`config.mk`:
```
export PLATFORM = sky130hd
export DESIGN_NAME = ram_port_arbiter
export DESIGN_NICKNAME = d
export VERILOG_FILES = /design/src/rtl/ram_port_arbiter.sv
export SDC_FILE = /design/constraint.sdc
export NUM_CORES = 1
export LEC_CHECK = 0
export CAP_MARGIN = 30
export CORE_MARGIN = 5
export CORE_UTILIZATION = 40
export DETAILED_ROUTE_END_ITERATION = 8
export GPL_TIMING_DRIVEN = 0
export PLACE_DENSITY = 0.87
export SYNTH_ARGS = -nofsm -noshare
export SYNTH_HDL_FRONTEND = slang
export SYNTH_SLANG_ARGS = --single-unit
```
`constraint.sdc`:
```
create_clock -name clock -period 3.4 [get_ports clock]
set_input_delay 0.85 -clock clock [delete_from_list [all_inputs] [get_ports clock]]
set_output_delay 0.85 -clock clock [all_outputs]
set_load 0.01 [all_outputs]
```
`src/rtl/ram_port_arbiter.sv`:
```
// Two-master (instruction/data) arbiter in front of a single-port RAM, with a wait timeout.
// Define ARB_ROUND_ROBIN_EN to alternate grants on ties; otherwise data always wins a tie.
module ram_port_arbiter #(
    parameter int dataW         = 32,
    parameter int RAMAddrSize   = 16,
    parameter int TimeoutCycles = 255
) (
    input  logic                   clock,
    input  logic                   reset,
    input  logic                   ins_req,
    input  logic [dataW-1:0]       ins_addr,
    input  logic                   data_req,
    input  logic [dataW-1:0]       data_addr,
    input  logic                   data_we,
    input  logic [dataW-1:0]       data_wdata,
    output logic                   ins_done,
    output logic                   data_done,
    output logic [dataW-1:0]       rdata,
    output logic                   err,
    output logic                   mem_req,
    output logic                   mem_we,
    output logic [RAMAddrSize-1:0] mem_addr,
    output logic [dataW-1:0]       mem_wdata,
    input  logic                   mem_ready,
    input  logic [dataW-1:0]       mem_rdata
);

    typedef enum logic [1:0] {IDLE, BUSY_I, BUSY_D} state_t;

    localparam logic [7:0] WaitLast = 8'(TimeoutCycles - 1);

    state_t                 state_q, state_d;
    logic                   mem_we_q, mem_we_d;
    logic [RAMAddrSize-1:0] mem_addr_q, mem_addr_d;
    logic [dataW-1:0]       mem_wdata_q, mem_wdata_d;
    logic [dataW-1:0]       rdata_q, rdata_d;
    logic                   err_q, err_d;
    logic                   ins_done_q, ins_done_d;
    logic                   data_done_q, data_done_d;
    logic [7:0]             wait_q, wait_d;
    logic                   prefer_data;
    logic                   any_done;

`ifdef ARB_ROUND_ROBIN_EN
    // 1 = data was granted most recently
    logic last_grant_q, last_grant_d;
    assign prefer_data = ~last_grant_q;
`else
    assign prefer_data = 1'b1;
`endif

    assign any_done = ins_done_q | data_done_q;

    always_comb begin
        state_d     = state_q;
        mem_we_d    = mem_we_q;
        mem_addr_d  = mem_addr_q;
        mem_wdata_d = mem_wdata_q;
        rdata_d     = rdata_q;
        err_d       = err_q;
        wait_d      = wait_q;
        ins_done_d  = 1'b0;
        data_done_d = 1'b0;
`ifdef ARB_ROUND_ROBIN_EN
        last_grant_d = last_grant_q;
`endif
        case (state_q)
            IDLE: begin
                // No grant while any done is showing: the finishing master's req is still up.
                if (!any_done && (ins_req || data_req)) begin
                    wait_d = 8'd0;
                    if (data_req && (!ins_req || prefer_data)) begin
                        state_d     = BUSY_D;
                        mem_we_d    = data_we;
                        mem_addr_d  = data_addr[RAMAddrSize-1:0];
                        mem_wdata_d = data_wdata;
`ifdef ARB_ROUND_ROBIN_EN
                        last_grant_d = 1'b1;
`endif
                    end else begin
                        state_d     = BUSY_I;
                        mem_we_d    = 1'b0;
                        mem_addr_d  = ins_addr[RAMAddrSize-1:0];
                        mem_wdata_d = '0;
`ifdef ARB_ROUND_ROBIN_EN
                        last_grant_d = 1'b0;
`endif
                    end
                end
            end
            BUSY_I, BUSY_D: begin
                if (mem_ready) begin
                    rdata_d     = mem_rdata;
                    err_d       = 1'b0;
                    state_d     = IDLE;
                    mem_we_d    = 1'b0;
                    ins_done_d  = (state_q == BUSY_I);
                    data_done_d = (state_q == BUSY_D);
                end else if (wait_q == WaitLast) begin
                    rdata_d     = '0;
                    err_d       = 1'b1;
                    state_d     = IDLE;
                    mem_we_d    = 1'b0;
                    ins_done_d  = (state_q == BUSY_I);
                    data_done_d = (state_q == BUSY_D);
                end else begin
                    wait_d = wait_q + 8'd1;
                end
            end
            default: state_d = IDLE;
        endcase
    end

    always_ff @(posedge clock) begin
        if (!reset) begin
            state_q     <= IDLE;
            mem_we_q    <= 1'b0;
            mem_addr_q  <= '0;
            mem_wdata_q <= '0;
            rdata_q     <= '0;
            err_q       <= 1'b0;
            ins_done_q  <= 1'b0;
            data_done_q <= 1'b0;
            wait_q      <= 8'd0;
        end else begin
            state_q     <= state_d;
            mem_we_q    <= mem_we_d;
            mem_addr_q  <= mem_addr_d;
            mem_wdata_q <= mem_wdata_d;
            rdata_q     <= rdata_d;
            err_q       <= err_d;
            ins_done_q  <= ins_done_d;
            data_done_q <= data_done_d;
            wait_q      <= wait_d;
        end
    end

`ifdef ARB_ROUND_ROBIN_EN
    always_ff @(posedge clock) begin
        if (!reset) last_grant_q <= 1'b0;
        else        last_grant_q <= last_grant_d;
    end
`endif

    // Upper address bits are outside the RAM window and intentionally dropped.
    generate
        if (RAMAddrSize < dataW) begin : g_addr_trim
            logic unused_addr_hi;
            assign unused_addr_hi = ^{ins_addr[dataW-1:RAMAddrSize], data_addr[dataW-1:RAMAddrSize]};
        end
    endgenerate

    assign mem_req   = (state_q != IDLE);
    assign mem_we    = mem_we_q;
    assign mem_addr  = mem_addr_q;
    assign mem_wdata = mem_wdata_q;
    assign rdata     = rdata_q;
    assign err       = err_q;
    assign ins_done  = ins_done_q;
    assign data_done = data_done_q;

endmodule

```
==> results.md, run 1 <==
- The congestion estimate from routability-driven global placement came to about 0.90.
- The critical path goes through inv_1, ha_1, inv_2, clkdlybuf4s50_1.
- The routed length per placed instance is approximately 16 um.
- The clock transition time at the flip-flop clock pins of the worst setup and hold paths is about 0.08 ns.
- The die is approximately 110 um wide.
- In this run the vertical extent of the chip is 109.4 um.
- The arrival time of data at the critical path endpoint is around 1.7 ns.
- The number of vias per cell after detailed routing is 5.153.
- The largest total area in the synthesized netlist belongs to sky130_fd_sc_hd__dfxtp_1.
- Gates resized during post-CTS repair numbered 0.
- The post-synthesis area per instance is approximately 8.9 sq um.
- Of the synthesized area, sequential elements account for a little under half.
- The run finished with clean final reports.
- The later pin in the worst-skew pair is clocked with a latency of between 0.3 and 0.4 ns.
- Across the VDD grid, the largest voltage drop is roughly 0.00025 V.
- The growth of design area from synthesis to finish is 55.51%.
- Synthesis handed over a netlist of 445 instances.
- The number of detailed-routing iterations run before antenna repair is 4.
- The tree is rooted in a sky130_fd_sc_hd__clkbuf_8.
- Setup violations remaining at the end of the flow were counted as 0.
- At the pin with the least slew margin, the transition time is between 0.7 and 0.8 ns.
- The total vias in the final route is between 4000 and 5000.
- The final worst-path cycle share is around 76%.
- The classification of the worst setup path is flop to primary output.
- The finished layout holds approximately 780 standard cells, fillers aside.
- The aggregate global routing overflow is 0.
- The via count of the first global-routing pass is about 3900.
- The data required time at the worst endpoint is 2.55 ns.
- The starting density of the core is between 40% and 50%.
- The critical path startpoint category is a flop.
- The number of register bits inferred by synthesis is 94.
- Buffers inserted during clock tree synthesis total 9.
- The worst setup skew after layout is 0.008180 ns.
- The antenna diode count is 0.
- Yosys printed 0 warnings.
- The critical path's slowest cell is sky130_fd_sc_hd__clkdlybuf4s50_1.
- The synthesized netlist contains 37 unique library cells.
- The overall fraction of global-route tracks in use is between 10% and 20%.
- Timing would allow up to between 300 and 400 MHz.
- The share of post-route cells with drive strength above 1 is around 4.3%.
- Among all flip-flop cells after synthesis, the most frequent one is sky130_fd_sc_hd__dfxtp_1.
- The start point of the worst min-delay path is mem_wdata[24]$_SDFFE_PN0P_.
- The core area is approximately 0.0097 sq mm.
- The clock sink total is 94.
- The largest fanout on the critical path is 4.
- The class of the tightest hold or removal check is flop to flop.
- The number of top-level pins is ~220.
- The worst register-to-register path ends at mem_wdata[30]$_SDFFE_PN0P_.
- The number of max-slew violations in the final report is 0.
- Measured in cells, the most critical reg-to-reg path has a length of 8.
- The share of the core filled with cells in the final layout is a little under two thirds.
- The final hold violation count is 0.
- The largest net degree at the start of global routing is 16.
- The detailed router finished its first iteration with 249 violations.
- In this run the critical register-to-register path is launched from state_q[1]$_SDFFE_PN0P_.
- The global-route wire length before repair is 18.68 mm.
- The worst pin sits at a relative slew slack of 47.57%.
- The path with the worst hold slack has its endpoint at mem_wdata[24]$_SDFFE_PN0P_.
- TritonCTS built the clock tree.
- The category of the worst setup path capture point is a primary output.
- Summing all placed instances gives a cell area of a little under 0.006 sq mm.
- The remaining routing DRC violations is 0.
- The area of the die is about 0.012 sq mm.
- The worst register-to-register path has a setup slack of 1.13 ns.
- The residual antenna-violating net count after detailed routing is 0.
- The fraction of post-synthesis cell area in the top cell type by area is approximately 48%.
- The initial antenna violation count was 0.
- The number of hold buffers added after CTS was 0.
- The synthesized design contains 0 enable-type register cells.
- The maximum single-stage delay on the critical path is 0.57 ns.
- The post-CTS setup buffer count is 0.
- By area the synthesized netlist is led by sky130_fd_sc_hd__dfxtp_1, sky130_fd_sc_hd__a21boi_0, sky130_fd_sc_hd__nand2_1.
- The number of nets produced by synthesis is ~600.
- Power spread over the standard cell area amounts to approximately 420 mW/mm^2.
- Among all cell types in the netlist, the one instantiated most often is sky130_fd_sc_hd__dfxtp_1.
- For this design the static power due to leakage is 0.002313 uW.
- The HPWL after detailed placement is 9.531 mm.
- Max-cap violations in this run came to 0.
- The post-route cell area is approximately 0.0061 sq mm.
- The H-tree generated during clock tree synthesis spans 3 levels.
- The shortest period the worst path allows is ~2.6 ns.
- The total wirelength of the detailed-routed design is approximately 12 mm.
- The cell row count is 36.
- After detailed placement, the design holds a cell count of ~760.
- The maximum clock path buffer count is 2.
- The depth of the worst hold-timing path is 2.
- The worst hold slack after final layout is 0.4598 ns.
- The total negative slack is 0 ns.
- For this run, asynchronously set or reset flops after synthesis account for 0%.
- Setup repair after global routing left no endpoint under its margin.
- Counting instances in the post-synthesis netlist gives the leading cell types as sky130_fd_sc_hd__dfxtp_1, sky130_fd_sc_hd__nand2_1, sky130_fd_sc_hd__a21boi_0.
- The mapped netlist covers between 0.003 and 0.004 sq mm.
- Buffers placed on the I/O ports in this run total approximately 190.
- After the last flow step, the layout net total stands at just under 800.
[worst max path at each step]
stage / start / endpoint / slack (ns)
2_1_floorplan: data_req / state_q[0]$_SDFFE_PN0P_ / 1.35
3_3_place_gp: ins_req / mem_wdata[29]$_SDFFE_PN0P_ / 0.71
3_5_place_dp: ins_req / mem_wdata[30]$_SDFFE_PN0P_ / 0.60
4_1_cts: state_q[1]$_SDFFE_PN0P_ / mem_req / 0.83
5_1_grt: ins_req / mem_wdata[30]$_SDFFE_PN0P_ / 0.75
6_report: state_q[1]$_SDFFE_PN0P_ / mem_req / 0.83
[critical path, delay by kind of cell, from the launching register on]
family | cells | cell delay [ns]
DFF | 1 | 0.37
buffers and inverters | 3 | 0.76
adders and majority gates | 1 | 0.24
[registers in the layout, indices dropped and copies added, names as in the netlist]
| name | flops |
|---|---|
| data_done | 1 |
| err | 1 |
| ins_done | 1 |
| mem_addr | 16 |
| mem_wdata | 32 |
| mem_we | 1 |
| rdata | 32 |
| state_q | 2 |
| wait_q | 8 |
[report_power, final]
part,switching (uW),internal (uW),total (uW)
Sequential,44.9,1180,1230
Combinational,316,346,662
Clock,390,282,672
[kinds of logic after synthesis]
family          count (synthesis)  share of synthesized area, %
buf+inv                        45                         4.559
mux                            16                         4.053
flops                          94                         47.62
compound gates                141                         25.84
simple gates                  144                         16.34
fa+ha+maj                       5                         1.583
[routing by layer]
metal  GRT usage, %  share of wire, %
met5              0                 0
met4          8.103               2.2
met3          6.577               8.1
met2          33.96                49
met1          23.01                41
[placed cells by master (no fill, tap or decap), drive strengths merged, types with 5 or more instances in the layout]
cell	n
clkdlybuf4s50	185
dfxtp	94
nand2	85
a21boi	68
clkbuf	39
o21ai	36
nand3	35
o211a	17
mux2i	16
buf	10
ha	5
inv	5
a211oi	5
[final cells by class]
class | instances | area (sq um)
Fill cell | 830 | 3540
Multi-Input combinational cell | 306 | 1889
Sequential cell | 94 | 1882
Timing Repair Buffer | 185 | 1852
Tap cell | 133 | 166.4
Buffer | 39 | 157.7
Clock buffer | 10 | 137.6
Clock inverter | 6 | 37.54
Inverter | 6 | 22.52
[stage by stage]
stage / setup WS [ns] / power (uW)
6_report: 0.8299 / 2560
5_1_grt: 0.7457 / 2700
4_1_cts: 0.8323 / 2578
3_5_place_dp: 0.5969 / 1912
3_3_place_gp: 0.7110 / 1891
2_1_floorplan: 1.352 / 1545
(Power assumes the default switching activity.)
==> run 2, diff against run 1 <==
CORE_UTILIZATION = 39   (was 40)
PLACE_DENSITY = 0.85   (was 0.87)
clock period = 2.6 ns   (was 3.4 ns; I/O delays follow)
==> run 2 against run 1 <==
  * Count of clock-buffer cells in the layout rose by 1
  * Via count fell by 0.80%
  * Combinational power rose by 30%
  * Die area rose by 2.3%
  * Largest power group unchanged
  * Hold slack got worse by 0.0087 ns
  * Final area rose by 1.0%
  * Routed wire length fell by 3.3%
  * Highest routed layer unchanged
  * Register-to-register slack got worse by 0.78 ns
  * Non-clock buffer count did not move
  * Critical path depth did not move
  * Core utilization fell by 0.24 points
  * Largest cell class unchanged
  * Power rose by 41%
==> results.md, run 2 (same netlist as run 1, synthesis figures left out) <==
- The final hold violation count is 0 (unchanged).
- The worst setup skew after layout is 0.01024 ns (was 0.008180 ns).
- RSZ-0062 raised after global routing: no (unchanged).
- The routed length per placed instance is 15.26 um (was 15.78 um).
- The remaining routing DRC violations came to 0 (unchanged).
- The arrival time of data at the critical path endpoint is 1.71 ns (was 1.72 ns).
- The aggregate global routing overflow is 0 (unchanged).
- The number of vias per cell after detailed routing is 5.112 (was 5.153).
- The internal power of the cells is 2641 uW (was 1809 uW).
- The CTS tree is yes (unchanged).
- The maximum clock path buffer count is 2 (unchanged).
- The number of detailed-routing iterations run before antenna repair was 5 (was 4).
- Highest-count cells in the layout ignoring fill and taps: sky130_fd_sc_hd__clkdlybuf4s50_1, sky130_fd_sc_hd__dfxtp_1, sky130_fd_sc_hd__nand2_1 (unchanged).
- The share of power burned in the clock network is 31.8% (was 26.3%).
- Based on the critical path, the design can be clocked at up to roughly 420 MHz.
- The clock buffer count from CTS was 9 (unchanged).
- The static leakage was 0.002343 uW (was 0.002313 uW).
- The residual antenna-violating net count after detailed routing is 0 (unchanged).
- The via count of the first global-routing pass is 4138 (was 3899).
- Result of the run: finished clean (unchanged).
- The total net switching power was 964.4 uW (was 751.1 uW).
- The number of H-tree branching levels came to 3 (unchanged).
- The category of the worst setup path capture point is a primary output (unchanged).
- The post-CTS setup buffer count is 0 (unchanged).
- The shortest period the worst path allows is roughly 2.4 ns.
- The source-to-sink clock delay at the later pin of the worst-skew pair is 0.35 ns (was 0.36 ns).
- The overall fraction of global-route tracks in use was 19.36% (was 19.95%).
- The post-route cell area is 0.006207 sq mm (was 0.006145 sq mm).
- The y dimension of the die came to 110.7 um (was 109.4 um).
- The count of input and output buffers is 185 (unchanged).
- The global-route wire length before repair was 19.98 mm (was 18.68 mm).
- The library cell used as clock root buffer was sky130_fd_sc_hd__clkbuf_8 (unchanged).
- The data required time at the worst endpoint is 1.95 ns (was 2.55 ns).
- The met3 wire length was 845 um (was 997 um).
- The transition time of the tightest slew-check pin came to 0.6946 ns (was 0.7830 ns).
- The number of top-level pins is 219 (unchanged).
- The met1 wire length is 4.959 mm (was 5.057 mm).
- The switching power share of the total was 26.75% (was 29.34%).
- The leading cell type in the layout, fill and taps excluded is sky130_fd_sc_hd__clkdlybuf4s50_1 (unchanged).
- The number of hold-repair buffers added at the cts stage is 0 (unchanged).
- The share of post-route cells with drive strength above 1 came to 4.025% (was 4.334%).
- The detailed route wirelength on metal2 is 5.700 mm (was 5.968 mm).
- The growth of design area from synthesis to finish came to 57.09% (was 55.51%).
- The routability congestion estimate from global placement is 0.8678 (was 0.9020).
- The net count of the finished layout is 780 (unchanged).
- The post-placement cell area is 0.005969 sq mm (unchanged).
- The starting density of the core is 40.24% (was 40.80%).
- The largest net degree at the start of global routing is 16 (unchanged).
- The total vias in the final route is 3982 (was 4014).
- The clock sink total was 94 (unchanged).
- The worst slew slack as a fraction of its limit is 53.49% (was 47.57%).
- The total wirelength of the detailed-routed design was 11.89 mm (was 12.29 mm).
- The total negative slack is 0 ns (unchanged).
- The worst path uses roughly 91% of the clock period.
- The largest fanout on the critical path came to 4 (unchanged).
- The cell row count was 36 (unchanged).
- The HPWL after detailed placement is 9.258 mm (was 9.531 mm).
- The antenna diode count is 0 (unchanged).
- The share of total power in combinational logic is 23.9% (was 25.9%).
- The classification of the worst setup path is flop to primary output (unchanged).
- The top routing layer in use is met4 (unchanged).
- The power per standard cell area is 580.8 mW/mm^2 (was 416.6 mW/mm^2).
- The number of gates resized after cts is 0 (unchanged).
- The class of the tightest hold or removal check is flop to flop (unchanged).
- The clock transition time at the flip-flop clock pins of the worst setup and hold paths is 0.08 ns (about the same).
- The number of max-capacitance violations reported is 0 (unchanged).
- The core area is 0.009819 sq mm (was 0.009684 sq mm).
- The area of the die was 0.01224 sq mm (was 0.01197 sq mm).
- The critical path startpoint category is a flop (unchanged).
- The iteration-0 DRC count of the detailed router is 236 (was 249).
- The final number of setup-violating endpoints is 0 (unchanged).
- The initial antenna violation count is 0 (unchanged).
- The die width is 110.7 um (was 109.4 um).
- The worst-case vdd ir drop came to 0.0002916 V (was 0.0002506 V).
- The filler cell count in the final layout was 864 (was 830).
- The number of max-slew violations in the final report is 0 (unchanged).
- The register share of total power came to 44.4% (was 47.9%).
==> run 2: cell count changes in the layout (fill, tap and decap cells not counted), sizes merged <==
cell	change
bufinv	+3
clkinvlp	-2
clkinv	-3
clkbuf	+1
inv	+1
==> run 2: critical path, cell delays in order, from the launching register on <==
cell	delay [ns]
sky130_fd_sc_hd__dfxtp_1	0.37
sky130_fd_sc_hd__inv_1	0.07
sky130_fd_sc_hd__ha_1	0.25
sky130_fd_sc_hd__inv_2	0.10
sky130_fd_sc_hd__clkdlybuf4s50_1	0.56
==> run 2: power groups by stage <==
stage | Combinational [uW] | Sequential [uW] | Clock, uW
finish | 860 | 1600 | 1140
global route | 944 | 1610 | 1240
CTS | 865 | 1600 | 1170
detailed placement | 861 | 1630 | 0
global placement | 842 | 1630 | 0
floorplan | 346 | 1670 | 0
==> run 2: worst paths after layout <==
check | slack [ns] | startpoint | depth (start not counted) | endpoint
max | 0.24 | state_q[0]$_SDFFE_PN0P_ | 4 | mem_req
min | 0.45 | mem_wdata[27]$_SDFFE_PN0P_ | 2 | mem_wdata[27]$_SDFFE_PN0P_
max reg2reg | 0.35 | state_q[1]$_SDFFE_PN0P_ | 6 | wait_q[7]$_SDFFE_PN0P_
min reg2reg | 0.45 | mem_wdata[27]$_SDFFE_PN0P_ | 2 | mem_wdata[27]$_SDFFE_PN0P_
==> run 2: cell type report <==
cell class                      instances  area, sq um  share of cell area [%]
Inverter                                6        22.52                  0.3628
Sequential cell                        94         1882                   30.32
Multi-Input combinational cell        306         1889                   30.44
Clock buffer                           11        131.4                   2.117
Clock inverter                          5        106.4                   1.713
Tap cell                              133        166.4                   2.681
Buffer                                 39        157.7                   2.540
Timing Repair Buffer                  185         1852                   29.83
==> run 2: layer usage <==
layer	vias to the layer above	global-route usage, %
li1	1963	-
met3	26	5.622
met1	1832	22.80
met2	161	32.69
met4	0	8.456
met5	-	0
==> run 2: per-stage QoR <==
step	power [uW]	hold WS (ns)	cells	utilization (%)	setup WS, ns
finish	3605	0.4511	779	63.21	0.2426
global route	3804	0.4877	779	63.21	0.1323
CTS	3641	0.4552	779	63.21	0.2428
detailed placement	2493	0.4435	763	60.79	0.1712
global placement	2471	0.4389	763	60.79	0.1890
floorplan	2020	0.4511	445	-	0.7518
==> run 3, diff against run 2 <==
ABC_AREA = 1   (was default)
CORE_MARGIN = default   (was 5)
CORE_UTILIZATION = 38   (was 39)
==> run 3 against run 2 <==
  * Non-clock buffer count is 10 lower
  * Sequential share of layout area is 1.3 points higher
  * Count of clock-buffer cells in the layout is 1 lower
  * Global-route usage is 2.3 points higher
  * Worst setup slack better by 0.0010 ns
  * Fmax hardly changed
  * Core utilization is 0.091 points lower
  * Combinational power is 3.7% higher
  * Die area is 16% lower
  * Largest cell class unchanged
==> results.md, run 3 <==
- Result of the run: finished clean (unchanged).
- The number of buffers and inverters on the critical path is 3 (unchanged).
- The gate family responsible for the most delay along the worst path is buffers and inverters (unchanged).
- The data required time at the worst endpoint is 1.95 ns (about the same).
- The classification of the worst setup path is flop to primary output (unchanged).
- The cell row count is 35 (was 36).
- The largest fanout on the critical path is 3 (was 4).
- The library cell with the largest summed area after synthesis is sky130_fd_sc_hd__dfxtp_1 (unchanged).
- The power per standard cell area is 577.0 mW/mm^2 (was 580.8 mW/mm^2).
- RSZ-0062 raised after global routing: no (unchanged).
- The critical path startpoint category is a flop (unchanged).
- The final hold violation count came to 0 (unchanged).
- The global-route wire length before repair is 17.54 mm (was 19.98 mm).
- Highest-count cells in the layout ignoring fill and taps: sky130_fd_sc_hd__clkdlybuf4s50_1, sky130_fd_sc_hd__nand2_1, sky130_fd_sc_hd__dfxtp_1 (was sky130_fd_sc_hd__clkdlybuf4s50_1, sky130_fd_sc_hd__dfxtp_1, sky130_fd_sc_hd__nand2_1).
- The library cell used as clock root buffer is sky130_fd_sc_hd__clkbuf_8 (unchanged).
- The die width was 101.3 um (was 110.7 um).
- The HPWL after detailed placement is 8.698 mm (was 9.258 mm).
- The class of the tightest hold or removal check is flop to flop (unchanged).
- Most frequent cells after synthesis: sky130_fd_sc_hd__nand2_1, sky130_fd_sc_hd__dfxtp_1, sky130_fd_sc_hd__a21oi_1 (was sky130_fd_sc_hd__dfxtp_1, sky130_fd_sc_hd__nand2_1, sky130_fd_sc_hd__a21boi_0).
- The source-to-sink clock delay at the later pin of the worst-skew pair is 0.36 ns (was 0.35 ns).
- The pre-CTS worst setup slack is 0.4144 ns (was 0.1712 ns).
- The least setup slack across all paths after layout came to 0.2437 ns (was 0.2426 ns).
- The total negative slack is 0 ns (unchanged).
- The worst setup skew after layout was 0.01103 ns (was 0.01024 ns).
- The number of cells after detailed placement is 811 (was 763).
- The largest net degree at the start of global routing is 18 (was 16).
- The area of the die is 0.01026 sq mm (was 0.01224 sq mm).
- The growth of design area from synthesis to finish came to 58.60% (was 57.09%).
- The final worst-path cycle share is 90.63% (was 90.67%).
- The fmax is 424.4 MHz (was 424.2 MHz).
- The number of warnings issued by yosys came to 0 (unchanged).
- The number of flops mapped to enable cells by yosys is 0 (unchanged).
- The CTS tree is yes (unchanged).
- The total vias in the final route came to 3986 (was 3982).
- The aggregate global routing overflow is 0 (unchanged).
- The iteration-0 DRC count of the detailed router is 111 (was 236).
- The total wirelength of the detailed-routed design came to 11.21 mm (was 11.89 mm).
- The clock buffer count from CTS was 9 (unchanged).
- The number of top-level pins was 219 (unchanged).
- The count of input and output buffers is 185 (unchanged).
- The maximum single-stage delay on the critical path came to 0.56 ns (about the same).
- The post-CTS setup buffer count came to 0 (unchanged).
- The worst slew slack as a fraction of its limit came to 58.77% (was 53.49%).
- The initial antenna violation count is 0 (unchanged).
- The number of non-filler instances in the completed layout is 827 (was 779).
- The fraction of the yosys area taken by sequential cells is 50.22% (was 47.63%).
- The post-synthesis area per instance is 7.540 sq um (was 8.879 sq um).
- The number of vias per cell after detailed routing was 4.820 (was 5.112).
- The cell with the most instances on the worst path is sky130_fd_sc_hd__inv_1.
- Dominant cells by area after synthesis: sky130_fd_sc_hd__dfxtp_1, sky130_fd_sc_hd__nand2_1, sky130_fd_sc_hd__a21oi_1 (was sky130_fd_sc_hd__dfxtp_1, sky130_fd_sc_hd__a21boi_0, sky130_fd_sc_hd__nand2_1).
- The y dimension of the die is 101.3 um (was 110.7 um).
- The routability congestion estimate from global placement came to 0.7865 (was 0.8678).
- The filler cell count in the final layout came to 805 (was 864).
- The clock sink total is 94 (unchanged).
- The number of detailed-routing iterations run before antenna repair is 4 (was 5).
- The arrival time of data at the critical path endpoint is 1.71 ns (about the same).
- The number of register bits inferred by synthesis is 94 (unchanged).
- The number of max-slew violations in the final report came to 0 (unchanged).
- The core area came to 0.009415 sq mm (was 0.009819 sq mm).
- The category of the worst setup path capture point is a primary output (unchanged).
- The number of max-capacitance violations reported is 0 (unchanged).
- The share of post-route cells with drive strength above 1 is 6.734% (was 4.025%).
- Critical path, cell by cell: inv_1, ha_1, inv_1, clkdlybuf4s50_1 (was inv_1, ha_1, inv_2, clkdlybuf4s50_1).
- The final number of setup-violating endpoints is 0 (unchanged).
- The flip-flop cell with the highest count after synthesis is sky130_fd_sc_hd__dfxtp_1 (unchanged).
- The number of H-tree branching levels is 3 (unchanged).
- The share of the core filled with cells in the final layout is 63.12% (was 63.21%).
- The routed length per placed instance is 13.56 um (was 15.26 um).
- The number of gates resized after cts is 0 (unchanged).
- The worst-case vdd ir drop was 0.0003034 V (was 0.0002916 V).
- The clock transition time at the flip-flop clock pins of the worst setup and hold paths is 0.10 ns (was 0.08 ns).
- The antenna diode count is 0 (unchanged).
- The number of different library cells in the post-synthesis netlist is 25 (was 37).
- The residual antenna-violating net count after detailed routing is 0 (unchanged).
- The critical path's slowest cell is sky130_fd_sc_hd__clkdlybuf4s50_1 (unchanged).
- The number of hold-repair buffers added at the cts stage is 0 (unchanged).
- The remaining routing DRC violations is 0 (unchanged).
- The static leakage came to 0.002199 uW (was 0.002343 uW).
- The share of flip-flops with an asynchronous set or reset is 0% (unchanged).
- The maximum clock path buffer count is 2 (unchanged).
- The number of nets produced by synthesis is 636 (was 584).
- The cell area after synthesis is 0.003747 sq mm (was 0.003951 sq mm).
- The transition time of the tightest slew-check pin is 0.6184 ns (was 0.6946 ns).
- The fraction of post-synthesis cell area in the top cell type by area was 50.22% (was 47.63%).
- The synthesized netlist cell count is 497 (was 445).
- The most common cell in the netlist is sky130_fd_sc_hd__nand2_1 (was sky130_fd_sc_hd__dfxtp_1).
- The leading cell type in the layout, fill and taps excluded is sky130_fd_sc_hd__clkdlybuf4s50_1 (unchanged).
- The net count of the finished layout is 832 (was 780).
- The via count of the first global-routing pass was 3878 (was 4138).
- The starting density of the core is 39.80% (was 40.24%).
- The overall fraction of global-route tracks in use is 21.66% (was 19.36%).
- The shortest period the worst path allows is 2.356 ns (was 2.357 ns).
[run 3: cell count changes in the layout (fill, tap and decap cells not counted), moves of 17 or more]
cell                       before  now
sky130_fd_sc_hd__a21oi_1        3   75
sky130_fd_sc_hd__nor3_1         1   32
sky130_fd_sc_hd__a21boi_0      64    0
sky130_fd_sc_hd__nor2_1         4   33
sky130_fd_sc_hd__nand3_1       35    9
sky130_fd_sc_hd__o21ai_0       36   17
sky130_fd_sc_hd__o211a_1       17    0
sky130_fd_sc_hd__clkbuf_1      31   11
sky130_fd_sc_hd__nand2_1       85  165
[run 3: cell type report]
cell class / count / area (sq um) / share of cell area, %
sequential: 94 / 1882 / 31.66
timing repair buffer: 185 / 1852 / 31.16
multi-input combinational: 351 / 1598 / 26.88
buffer: 29 / 178.9 / 3.011
tap: 129 / 161.4 / 2.716
clock buffer: 10 / 127.6 / 2.147
inverter: 23 / 88.84 / 1.495
clock inverter: 6 / 55.05 / 0.9263
[run 3: path summary, 6_finish.rpt]
kind	start	endpoint	slack, ns	cells past startpoint
worst max register to register	state_q[0]$_SDFFE_PN0P_	rdata[17]$_SDFFE_PN0P_	0.80	8
worst min register to register	rdata[19]$_SDFFE_PN0P_	rdata[19]$_SDFFE_PN0P_	0.46	2
worst max-delay path	state_q[0]$_SDFFE_PN0P_	mem_req	0.24	4
worst min-delay path	rdata[19]$_SDFFE_PN0P_	rdata[19]$_SDFFE_PN0P_	0.46	2
[run 3: metal layers]
layer | vias to the layer above | share of wire, % | track usage, %
li1 | 1996 | - | -
met1 | 1819 | 41 | 24.08
met2 | 157 | 50 | 39.40
met3 | 14 | 8.4 | 6.556
met4 | 0 | 1.2 | 7.023
met5 | - | 0 | 0
[run 3: logic make-up after synthesis]
kind of cell	share of synthesized area, %
compound gates	12.75
fa+ha+maj	1.669
buf+inv	7.145
flops	50.22
simple gates	28.21
[run 3: worst register-to-register path: stages, from the launching register on]
cell	delay, ns
sky130_fd_sc_hd__dfxtp_1	0.37
sky130_fd_sc_hd__inv_1	0.07
sky130_fd_sc_hd__ha_1	0.28
sky130_fd_sc_hd__buf_2	0.20
sky130_fd_sc_hd__nand2_1	0.14
sky130_fd_sc_hd__inv_1	0.18
sky130_fd_sc_hd__buf_2	0.25
sky130_fd_sc_hd__nand2_1	0.08
sky130_fd_sc_hd__a21oi_1	0.16
[run 3: where the power goes]
part / leakage [uW] / internal (uW) / total, uW / switching [uW]
Clock: 0.0000869 / 367 / 919 / 552
Combinational: 0.00134 / 460 / 892 / 432
Sequential: 0.000769 / 1560 / 1620 / 63.1
Total: 0.00220 / 2380 / 3430 / 1050
[run 3: stage by stage]
step | total power (uW) | hold slack (ns) | cell area (sq um)
6_report | 3429 | 0.4632 | 5943
3_5_place_dp | 2544 | 0.4495 | 5761
5_1_grt | 3600 | 0.4787 | 5943
2_1_floorplan | 2070 | 0.4558 | 3747
3_3_place_gp | 2514 | 0.4456 | 5761
4_1_cts | 3456 | 0.4655 | 5943
